$ cat src/rtl/ped_request_conditioner.sv
// Pedestrian push-button conditioner: synchronise, debounce, and turn each clean press
// into a held request level that the slow controller FSM clears by starting the walk phase.
module ped_request_conditioner #(
  parameter int DEBOUNCE_CYCLES = 4,
  parameter int COOLDOWN_CYCLES = 8,
  parameter int CNT_W           = 16
) (
  input  logic       clk,
  input  logic       rst_n,
  input  logic       btn_raw,
  input  logic       ped_walk,
  output logic       pedestrian_btn,
  output logic       btn_clean,
  output logic       press_pulse,
  output logic       wait_led,
  output logic [7:0] accepted_count,
  output logic [1:0] fsm_state
);

  typedef enum logic [1:0] {
    IDLE      = 2'd0,
    REQUESTED = 2'd1,
    SERVING   = 2'd2,
    COOLDOWN  = 2'd3
  } state_t;

  localparam logic [CNT_W-1:0] DB_LAST = CNT_W'(DEBOUNCE_CYCLES - 1);
  localparam logic [CNT_W-1:0] CD_LAST = CNT_W'((COOLDOWN_CYCLES > 0) ? COOLDOWN_CYCLES - 1 : 0);

  logic             btn_s1, s_btn;
  logic             walk_s1, s_walk;
  logic [CNT_W-1:0] db_cnt;
  logic [CNT_W-1:0] cd_cnt;
  state_t           state;

  always_ff @(posedge clk) begin
    if (!rst_n) begin
      btn_s1  <= 1'b0;
      s_btn   <= 1'b0;
      walk_s1 <= 1'b0;
      s_walk  <= 1'b0;
    end else begin
      btn_s1  <= btn_raw;
      s_btn   <= btn_s1;
      walk_s1 <= ped_walk;
      s_walk  <= walk_s1;
    end
  end

  // Debounce: the synchronised level must disagree with btn_clean for
  // DEBOUNCE_CYCLES consecutive samples; the pulse is raised on the same edge
  // that btn_clean flips high, so it lines up with the first cycle it reads 1.
  always_ff @(posedge clk) begin
    if (!rst_n) begin
      db_cnt      <= '0;
      btn_clean   <= 1'b0;
      press_pulse <= 1'b0;
    end else begin
      press_pulse <= 1'b0;
      if (s_btn == btn_clean) begin
        db_cnt <= '0;
      end else if (db_cnt >= DB_LAST) begin
        db_cnt      <= '0;
        btn_clean   <= s_btn;
        press_pulse <= s_btn;
      end else begin
        db_cnt <= db_cnt + 1'b1;
      end
    end
  end

  // Request FSM; pedestrian_btn is registered alongside the state so it is
  // high exactly while the state is REQUESTED.
  always_ff @(posedge clk) begin
    if (!rst_n) begin
      state          <= IDLE;
      cd_cnt         <= '0;
      pedestrian_btn <= 1'b0;
      accepted_count <= 8'd0;
    end else begin
      pedestrian_btn <= 1'b0;
      case (state)
        IDLE: begin
          if (s_walk) begin
            state <= SERVING;
          end else if (press_pulse) begin
            state          <= REQUESTED;
            pedestrian_btn <= 1'b1;
            accepted_count <= accepted_count + 8'd1;
          end
        end
        REQUESTED: begin
          if (s_walk) state <= SERVING;
          else        pedestrian_btn <= 1'b1;
        end
        SERVING: begin
          if (!s_walk) begin
            if (COOLDOWN_CYCLES == 0) begin
              state <= IDLE;
            end else begin
              state  <= COOLDOWN;
              cd_cnt <= '0;
            end
          end
        end
        COOLDOWN: begin
          if (s_walk)                 state <= SERVING;
          else if (cd_cnt >= CD_LAST) state <= IDLE;
          else                        cd_cnt <= cd_cnt + 1'b1;
        end
        default: state <= IDLE;
      endcase
    end
  end

  assign wait_led  = pedestrian_btn;
  assign fsm_state = state;

endmodule

$ cat config.mk
export PLATFORM = sky130hd
export DESIGN_NAME = ped_request_conditioner
export DESIGN_NICKNAME = d
export VERILOG_FILES = /design/src/rtl/ped_request_conditioner.sv
export SDC_FILE = /design/constraint.sdc
export NUM_CORES = 1
export LEC_CHECK = 0
export CAP_MARGIN = 30
export CORE_ASPECT_RATIO = 1.75
export CORE_MARGIN = 10
export CORE_UTILIZATION = 40
export CTS_CLUSTER_DIAMETER = 150
export CTS_CLUSTER_SIZE = 10
export DETAILED_ROUTE_END_ITERATION = 7
export PLACE_DENSITY = 0.72
export SYNTH_ARGS = -nofsm -noshare
export SYNTH_HDL_FRONTEND = slang
export SYNTH_SLANG_ARGS = --single-unit
$ cat constraint.sdc
create_clock -name clk -period 4.35 [get_ports clk]
set_input_delay 0.6525 -clock clk [delete_from_list [all_inputs] [get_ports clk]]
set_output_delay 0.6525 -clock clk [all_outputs]
set_load 0.005 [all_outputs]
* Yosys cells after proc, flatten, opt, wreduce, memory -nomap -nowiden *
Cells that the tools add are included.
W data, S select, Z words.

word-level totals
  bits of input ports = 4
  word-level logic and storage cells = 53
  register bits = 49
  output and inout port bits = 14

cells by class
  muxes and demuxes = 15
  eq/ne operators = 10
  bitwise operators = 4
  reductions and logical operators = 8
  add/sub/neg operators = 3
  $lt $le $gt $ge = 2

operators with widths
  operator                 count
  $mux W16                 3
  $add A16 B1 Y16 const B  2
  $pmux W16 S2             1
  $ge A16 B2 Y1 const B    1
  $ge A16 B3 Y1 const B    1
  $mux W2                  6
  $add A8 B1 Y8 const B    1
  $ne A2 B2 Y1 const B     4
  $pmux W2 S4              1
  $reduce_and A4 Y1        2
  $ne A3 B3 Y1 const B     2
  $reduce_or A3 Y1         2
  $eq A2 B2 Y1 const B     2
  $not A1 Y1               4
  $mux W1                  3
  $reduce_and A3 Y1        1
  $eq A2 B1 Y1 const B     1
  $logic_not A2 Y1         1
  $pmux W1 S2              1
  $reduce_and A2 Y1        1
  $reduce_bool A2 Y1       1
  $eq A1 B1 Y1             1

* Logic depth before layout (Yosys ltp) *
Gate-level depths: netlist of the first run.

  depth after elaboration = 4
  gate-level depth with buffers = 5
  depth with buffers taken out = 5

* Worst setup path before layout of the first run *
Ideal clock, no wire load.

  path type = flip-flop to flip-flop
  from = register cd_cnt[5]
  to = register cd_cnt[15]
  required time = 4.292 ns
  cell stages (with the launch flop) = 5
  period minus slack after synthesis = 1.768 ns
  buffers on the path = 0
  library setup time = 0.058 ns
  arrival time = 1.710 ns
  setup slack = 2.582 ns
  path through = dfxtp_1 or4_4 o41a_1 nor4_2 o21a_1

on the way
  word-level cells in the longest chain between the ends = 4
  elaborated cells on any way between the ends = 7
  those cells by class = 1 x add/sub; 1 x order compare; 1 x eq/ne; 3 x mux; 1 x reduce/logical

ends and longest elaborated chain
  element                 line  source
  start, declared         33    logic [CNT_W-1:0] cd_cnt;
  start signal, assigned  109   else cd_cnt <= cd_cnt + 1'b1;
  $add A16 B1 Y16         109
  $mux W16                108   else if (cd_cnt >= CD_LAST) state <= IDLE;
  $mux W16                107   if (s_walk) state <= SERVING;
  $pmux W16 S2            82    case (state)

Parallel ways exist; a longest one is shown, timed or not. The select of a mux whose other input is x is not followed.
A chain may end at the register's enable or synchronous reset.

* Worst setup path after layout of the first run *
  from = register state[0] (netlist: fsm_state[0])
  to = output port fsm_state[0]

RTL lines
  element                 line  source
  start, declared         34    state_t state;
  start signal, assigned  76    state <= IDLE;
  start signal, assigned  85    state <= SERVING;
  start signal, assigned  87    state <= REQUESTED;
  end, declared           17    output logic [1:0] fsm_state

No word-level cell between the ends.

==> metrics.csv, run 1 <==
stage,metric,value,unit
status,status,completed,
clock_network,insertion_delay,0.29,ns
worst_hold_path,worst_hold_class,register to register,
grt,global_route.usage.met2,14.0,%
floorplanning,dieWidth,68.9,um
logic_synthesis,asyncSetResetFlopFracSynth,0,%
setup_path,r2r_slack,2.46,ns
clock_network,cts_sinks,49,
power_and_ir_drop,total_leakage_power,0.790,nW
timing,drv_slew,0,
grt,gr-usage-all-layers,8.08,%
setup_path,crit_path_cell_trace,clkdlybuf4s50_1,
logic_synthesis,yosysWarningCount,0,
timing,max_freq,0.488,GHz
cells_and_area,fin_nets,193,
grt,largest_net_degree_at_the_start_of_global_routing,24,
setup_path,timing.reg2reg.worst_path_depth,4,
timing,maxSlewHeadroom,57.3,%
grt,grt_antenna_before_repair,0,
logic_synthesis,ys_types,36,
clock_network,postCtsSetupRepairBufs,0,
cells_and_area,post_route_cells_drive_above_1_share,6.42,%
power_and_ir_drop,vdd.ir_drop.worst,0.364,mV
clock_network,buffer_depth_of_the_longest_clock_path,2,
drt,detail-route-antenna-nets,0,
clock_network,cts-buffers-inserted,5,
setup_path,worst-endpoint-required,3.70,ns
logic_synthesis,avgSynthCellArea,10.9,um2
drt,vias,1078,
timing,post-route-period-util,47.1,%
grt,first_global_vias,1027,
floorplanning,num_io_pins,18,
timing,fin_worst_hold_slack,0.435,ns
timing,worst_setup_skew_after_layout,0.00533,ns
setup_path,worstPathArrival,1.40,ns
place,place.port_buffers,17,
drt,drtPass1Iterations,4,
cells_and_area,num_antenna_cells,0,
logic_synthesis,yosys_register_bits,49,
timing,report.final.hold_viol_count,0,
setup_path,crit_buf_inv,1,
cells_and_area,final_common_cell,sky130_fd_sc_hd__dfxtp_1,
setup_path,critical_path_peak_fanout,8,
logic_synthesis,synth_enable_flop_cells,0,
drt,avgViaCountPerCell,4.57,
setup_path,r2r-start,cd_cnt[5]$_SDFFE_PN0P_,
drt,drt_iter0_drc,12,
setup_path,criticalPathCategory,register to output port,
place,place_hpwl,1.97,mm
floorplanning,die_area,0.00727,mm2
grt,gr-usage-met3,2.33,%
worst_hold_path,hold-path-endpoint,db_cnt[0]$_SDFF_PP0_,
logic_synthesis,netlist_instances,154,
grt,globalRouteMet1Util,8.01,%
logic_synthesis,synth_seq_area_share,58.7,%
clock_network,clock_tree.root_cell,sky130_fd_sc_hd__clkbuf_8,
cells_and_area,multi_input_comb_area,709,um2
timing,rsz0062_at_grt,no,
setup_path,timing.critical_path.to_type,output port,
clock_network,ctsHtreeMaxLevel,2,
cells_and_area,area.sequential,981,um2
drt,route.final.wire_length,2.64,mm
job,max_cap_viol_count,0,
floorplanning,initial_utilization,41.0,%
cells_and_area,final_util,49.6,%
worst_hold_path,hold_depth,1,
clock_network,post_cts_hold_buffer_count,0,
floorplanning,cell_row_count,31,
floorplanning,fp.coreArea,0.00407,mm2
cells_and_area,layout_common_cells,"sky130_fd_sc_hd__dfxtp_1 (49), sky130_fd_sc_hd__and2_1 (21), sky130_fd_sc_hd__clkdlybuf4s50_1 (17)",
floorplanning,die_y,106,um
cells_and_area,filler_cell_count,383,
drt,avgRoutedWirePerCell,11.2,um
clock_network,post_cts_resized,0,
setup_path,critPathLaunchType,register,
drt,drt_drc_violations_left,0,
cells_and_area,finish.cell_count_without_fillers,236,
clock_network,cts_tree,built,
setup_path,critical_r2r_capture,cd_cnt[15]$_SDFFE_PN0P_,
timing,timing.setup.tns,0,ns
power_and_ir_drop,power_per_cell_area,372,mW/mm2
setup_path,max_stage_delay,0.58,ns
worst_hold_path,hp-start,db_cnt[0]$_SDFF_PP0_,
place,dp_cells,228,
timing,period_needed,2.05,ns
setup_path,critical-path-slowest-cell,sky130_fd_sc_hd__clkdlybuf4s50_1,
timing,final-setup-viol-count,0,
grt,grt_remaining_overflow,0,
clock_network,clk_transition_reported_paths,0.08,ns
timing,worstMarginPinSlew,0.639,ns
grt,grt_first_pass_wirelength,4.55,mm
logic_synthesis,ys.flop_type,sky130_fd_sc_hd__dfxtp_1,
place,globalplace.congestion,0.722,
setup_path,top_cell_family_by_delay_on_the_critical_path,buffers and inverters,
logic_synthesis,post_synth_instance_area,0.00167,mm2
grt,global_route.peak_usage_layer,met2,
cells_and_area,syn_to_final_growth,20.9,%
## cells in the mapped netlist, drive strengths merged (2+ instances only)
master,number,area (um2)
and2,21,131
clkbuf,4,15.0
dfxtp,49,981
ha,3,37.5
inv,2,7.51
mux2i,2,20.0
nand2,10,37.5
nand2b,4,25.0
nand3,2,10.0
nand4,6,37.5
nor2,5,18.8
nor2b,5,31.3
nor3,6,30.0
nor4,4,31.3
o21a,4,30.0
o22ai,2,12.5
or3,2,12.5
or4,3,30.0
xnor2,4,35.0
xor2,2,17.5
## worst max-delay path by stage
stage                              startpoint  cells after the start  slack (ns)                      end
floorplan              cd_cnt[5]$_SDFFE_PN0P_                      4        2.58  cd_cnt[15]$_SDFFE_PN0P_
global placement                        rst_n                      3        2.10  cd_cnt[14]$_SDFFE_PN0P_
detailed placement                      rst_n                      3        2.08   cd_cnt[4]$_SDFFE_PN0P_
CTS                 fsm_state[0]$_SDFFE_PN0P_                      1        2.28             fsm_state[0]
global route        fsm_state[1]$_SDFFE_PN0P_                      1        2.22             fsm_state[1]
finish              fsm_state[0]$_SDFFE_PN0P_                      1        2.30             fsm_state[0]
## cell families after synthesis
kind of cell,after synthesis,share of synthesized area (%)
AOI/OAI and AO/OA,16,7.04
xor gates and xnor gates,6,3.14
adders and majority gates,3,2.25
buffers and inverters,7,1.80
DFF,49,58.7
muxes,2,1.20
other,1,0.224
and+or+nand+nor,70,25.7
## where the power goes
group / leakage, nW / internal, W / switching (W)
Clock: 0.0481 / 0.000114 / 0.000146
Sequential: 0.401 / 0.000459 / 0.00000708
Combinational: 0.340 / 0.0000139 / 0.0000117
Total: 0.790 / 0.000587 / 0.000165
## registers in the layout, indices dropped and copies added (netlist names)
name	count
s_btn	1
accepted_count	8
press_pulse	1
fsm_state	2
walk_s1	1
btn_s1	1
pedestrian_btn	1
s_walk	1
db_cnt	16
cd_cnt	16
btn_clean	1
## routing by layer
metal  wire, um  vias up  share of wire [%]
li1           -      581                  -
met1       1090      484                 41
met2       1440        8                 54
met3         40        5                1.5
met4         70        0                2.7
met5          0        -                  0
## layout make-up
class | instances | area share [%]
clock buffer | 5 | 3.41
clock inverter | 3 | 1.11
inverter | 2 | 0.372
multi-input combinational | 111 | 35.1
sequential | 49 | 48.5
tap | 49 | 3.03
timing repair buffer | 17 | 8.42
## stage by stage
stage | worst slack [ns] | total power [W] | area [um2]
after floorplan | 2.58 | 0.000492 | 1720
after global placement | 2.10 | 0.000503 | 1930
after detailed placement | 2.08 | 0.000503 | 1930
after CTS | 2.28 | 0.000765 | 2020
after global routing | 2.22 | 0.000784 | 2020
final | 2.30 | 0.000753 | 2020
No activity file was read; power rests on OpenSTA's default activity.
==> inputs of run 2 (changes only) <==
Clock period 4.35 ns to 1.92 ns, I/O delays scaled along.
==> run 2 against run 1 <==
  * Hold slack gained 0.0046 ns
  * Sequential cell count is the same
  * Total power grew 150%
  * Largest power group unchanged
==> metrics.csv, run 2 (synthesis gave the netlist of run 1 again) <==
stage,metric,value,unit,change
power_and_ir_drop,seq_power_share,56.9,%,-5.1 points
cells_and_area,layout_common_cells,"sky130_fd_sc_hd__dfxtp_1 (49), sky130_fd_sc_hd__and2_1 (21), sky130_fd_sc_hd__clkdlybuf4s50_1 (17)",,
cells_and_area,final_common_cell,sky130_fd_sc_hd__dfxtp_1,,
setup_path,critPathLaunchType,register,,
power_and_ir_drop,power.internal,0.00150,W,+150%
timing,report.final.hold_viol_count,0,,unchanged
drt,detail-route-antenna-nets,0,,unchanged
drt,drt_iter0_drc,8,,-4
floorplanning,fp.coreArea,0.00407,mm2,unchanged
drt,route.final.wire_length,2.67,mm,+1.2%
setup_path,criticalPathCategory,register to register,,
timing,max_freq,0.558,GHz,
clock_network,post_cts_resized,0,,unchanged
worst_hold_path,hold_depth,1,,unchanged
clock_network,cts_sinks,49,,unchanged
worst_hold_path,worst_hold_class,register to register,,
floorplanning,die_area,0.00727,mm2,unchanged
timing,worst_setup_slack_final,0.127,ns,-2.17 ns
grt,first_global_vias,1075,,+4.7%
cells_and_area,fin_nets,195,,+1.0%
clock_network,buffer_depth_of_the_longest_clock_path,2,,unchanged
timing,timing.setup.tns,0,ns,unchanged
setup_path,worst-endpoint-required,2.17,ns,-1.53 ns
setup_path,r2r-start,cd_cnt[5]$_SDFFE_PN0P_,,
job,max_cap_viol_count,0,,unchanged
cells_and_area,filler_cell_count,393,,+2.6%
clock_network,clk_transition_reported_paths,0.09,ns,about the same
timing,worst_setup_skew_after_layout,0.00702,ns,+0.00169 ns
grt,gr-usage-all-layers,8.16,%,+0.077 points
drt,vias,1095,,+1.6%
cells_and_area,reg_top3,"cd_cnt: 16 flops, db_cnt: 16 flops, accepted_count: 8 flops",,
drt,drt_drc_violations_left,0,,unchanged
power_and_ir_drop,p_sw_share,19.4,%,-2.5 points
timing,fin_worst_hold_slack,0.440,ns,+0.00463 ns
floorplanning,num_io_pins,18,,unchanged
place,place_area,0.00194,mm2,+0.78%
grt,grt_first_pass_wirelength,4.56,mm,+0.13%
power_and_ir_drop,vdd.ir_drop.worst,0.636,mV,+74%
place,place.port_buffers,17,,unchanged
clock_network,cts_tree,built,,
timing,worstMarginPinSlew,0.489,ns,-0.151 ns
setup_path,timing.reg2reg.worst_path_depth,4,,unchanged
place,globalplace.congestion,0.828,,+15%
cells_and_area,syn_to_final_growth,23.5,%,
grt,grt_remaining_overflow,0,,unchanged
timing,drv_slew,0,,unchanged
clock_network,insertion_delay,0.30,ns,about the same
timing,period_needed,1.79,ns,
grt,grt_antenna_before_repair,0,,unchanged
power_and_ir_drop,pwr-share-clk,39.9,%,+5.3 points
power_and_ir_drop,power_per_cell_area,900,mW/mm2,+140%
power_and_ir_drop,combinationalPowerShare,3.3,%,about the same
clock_network,clock_tree.root_cell,sky130_fd_sc_hd__clkbuf_8,,
place,dp_worst_setup_slack,0.0961,ns,-1.98 ns
setup_path,worstPathArrival,2.04,ns,+0.64 ns
power_and_ir_drop,netSwitchingPower,0.000361,W,+120%
drt,avgViaCountPerCell,4.60,,+0.72%
cells_and_area,final_cell_area,0.00206,mm2,+2.2%
cells_and_area,post_route_cells_drive_above_1_share,7.41,%,+0.99 points
worst_hold_path,hp-start,walk_s1$_SDFF_PN0_,,
timing,post-route-period-util,93.4,%,
timing,final-setup-viol-count,0,,unchanged
drt,drtPass1Iterations,4,,unchanged
status,status,completed,,
floorplanning,die_y,106,um,unchanged
grt,largest_net_degree_at_the_start_of_global_routing,23,,-4.2%
setup_path,timing.critical_path.to_type,register,,
setup_path,critical_path_peak_fanout,5,,-3
timing,maxSlewHeadroom,67.0,%,+9.8 points
clock_network,post_cts_hold_buffer_count,0,,unchanged
clock_network,cts-buffers-inserted,5,,unchanged
floorplanning,cell_row_count,31,,unchanged
floorplanning,initial_utilization,41.0,%,unchanged
power_and_ir_drop,total_leakage_power,0.809,nW,+2.5%
timing,rsz0062_at_grt,no,,
setup_path,critical_path.startpoint,cd_cnt[5]$_SDFFE_PN0P_,,
drt,avgRoutedWirePerCell,11.2,um,+0.32%
cells_and_area,num_antenna_cells,0,,unchanged
place,place_hpwl,2.02,mm,+2.6%
floorplanning,dieWidth,68.9,um,unchanged
clock_network,ctsHtreeMaxLevel,2,,unchanged
run 2: final timing paths:
path	to	slack, ns
setup reg to reg	cd_cnt[5]$_SDFFE_PN0P_	0.13
setup / recovery	cd_cnt[5]$_SDFFE_PN0P_	0.13
hold reg to reg	s_walk$_SDFF_PN0_	0.44
hold / removal	s_walk$_SDFF_PN0_	0.44
run 2: cell type report:
type | count | area [um2] | area share, %
tap | 49 | 61.3 | 2.97
sequential | 49 | 981 | 47.5
inverter | 2 | 7.51 | 0.364
timing repair buffer | 19 | 185 | 8.97
clock buffer | 6 | 82.6 | 4.00
multi-input combinational | 111 | 709 | 34.4
clock inverter | 2 | 37.5 | 1.82
run 2: metal layers:
metal  vias up  track usage, %  share of wire, %
li1        586               -                 -
met1       493            7.30                39
met2        10            14.5                55
met3         6            2.23               2.5
met4         0            5.81               3.3
met5         -               0                 0
run 2: power by group through the flow:
stage,sequential (W),combinational (W),clock (W)
final,0.00106,0.0000605,0.000741
after CTS,0.00106,0.0000617,0.000765
after global placement,0.00108,0.0000618,0
after detailed placement,0.00108,0.0000614,0
after global routing,0.00106,0.0000682,0.000801
after floorplan,0.00108,0.0000378,0
run 2: what timing repair did:
item / CTS / global route
hold endpoints to repair: 0 / 0
endpoints found under the setup margin: 0 / 1
buffers inserted: 0 / 0
run 2: critical path, stage by stage, from the launching register on:
cell,delay [ns]
sky130_fd_sc_hd__dfxtp_1,0.33
sky130_fd_sc_hd__or4_4,0.54
sky130_fd_sc_hd__o41a_1,0.51
sky130_fd_sc_hd__nor3_1,0.24
sky130_fd_sc_hd__o21a_1,0.13
run 2: through the flow:
stage               total power [W]  instances  util (%)
finish                      0.00186        238      50.7
global route                0.00193        238      50.7
CTS                         0.00188        238      50.7
detailed placement          0.00114        230      47.7
global placement            0.00114        230      47.7
floorplan                   0.00111        167         -
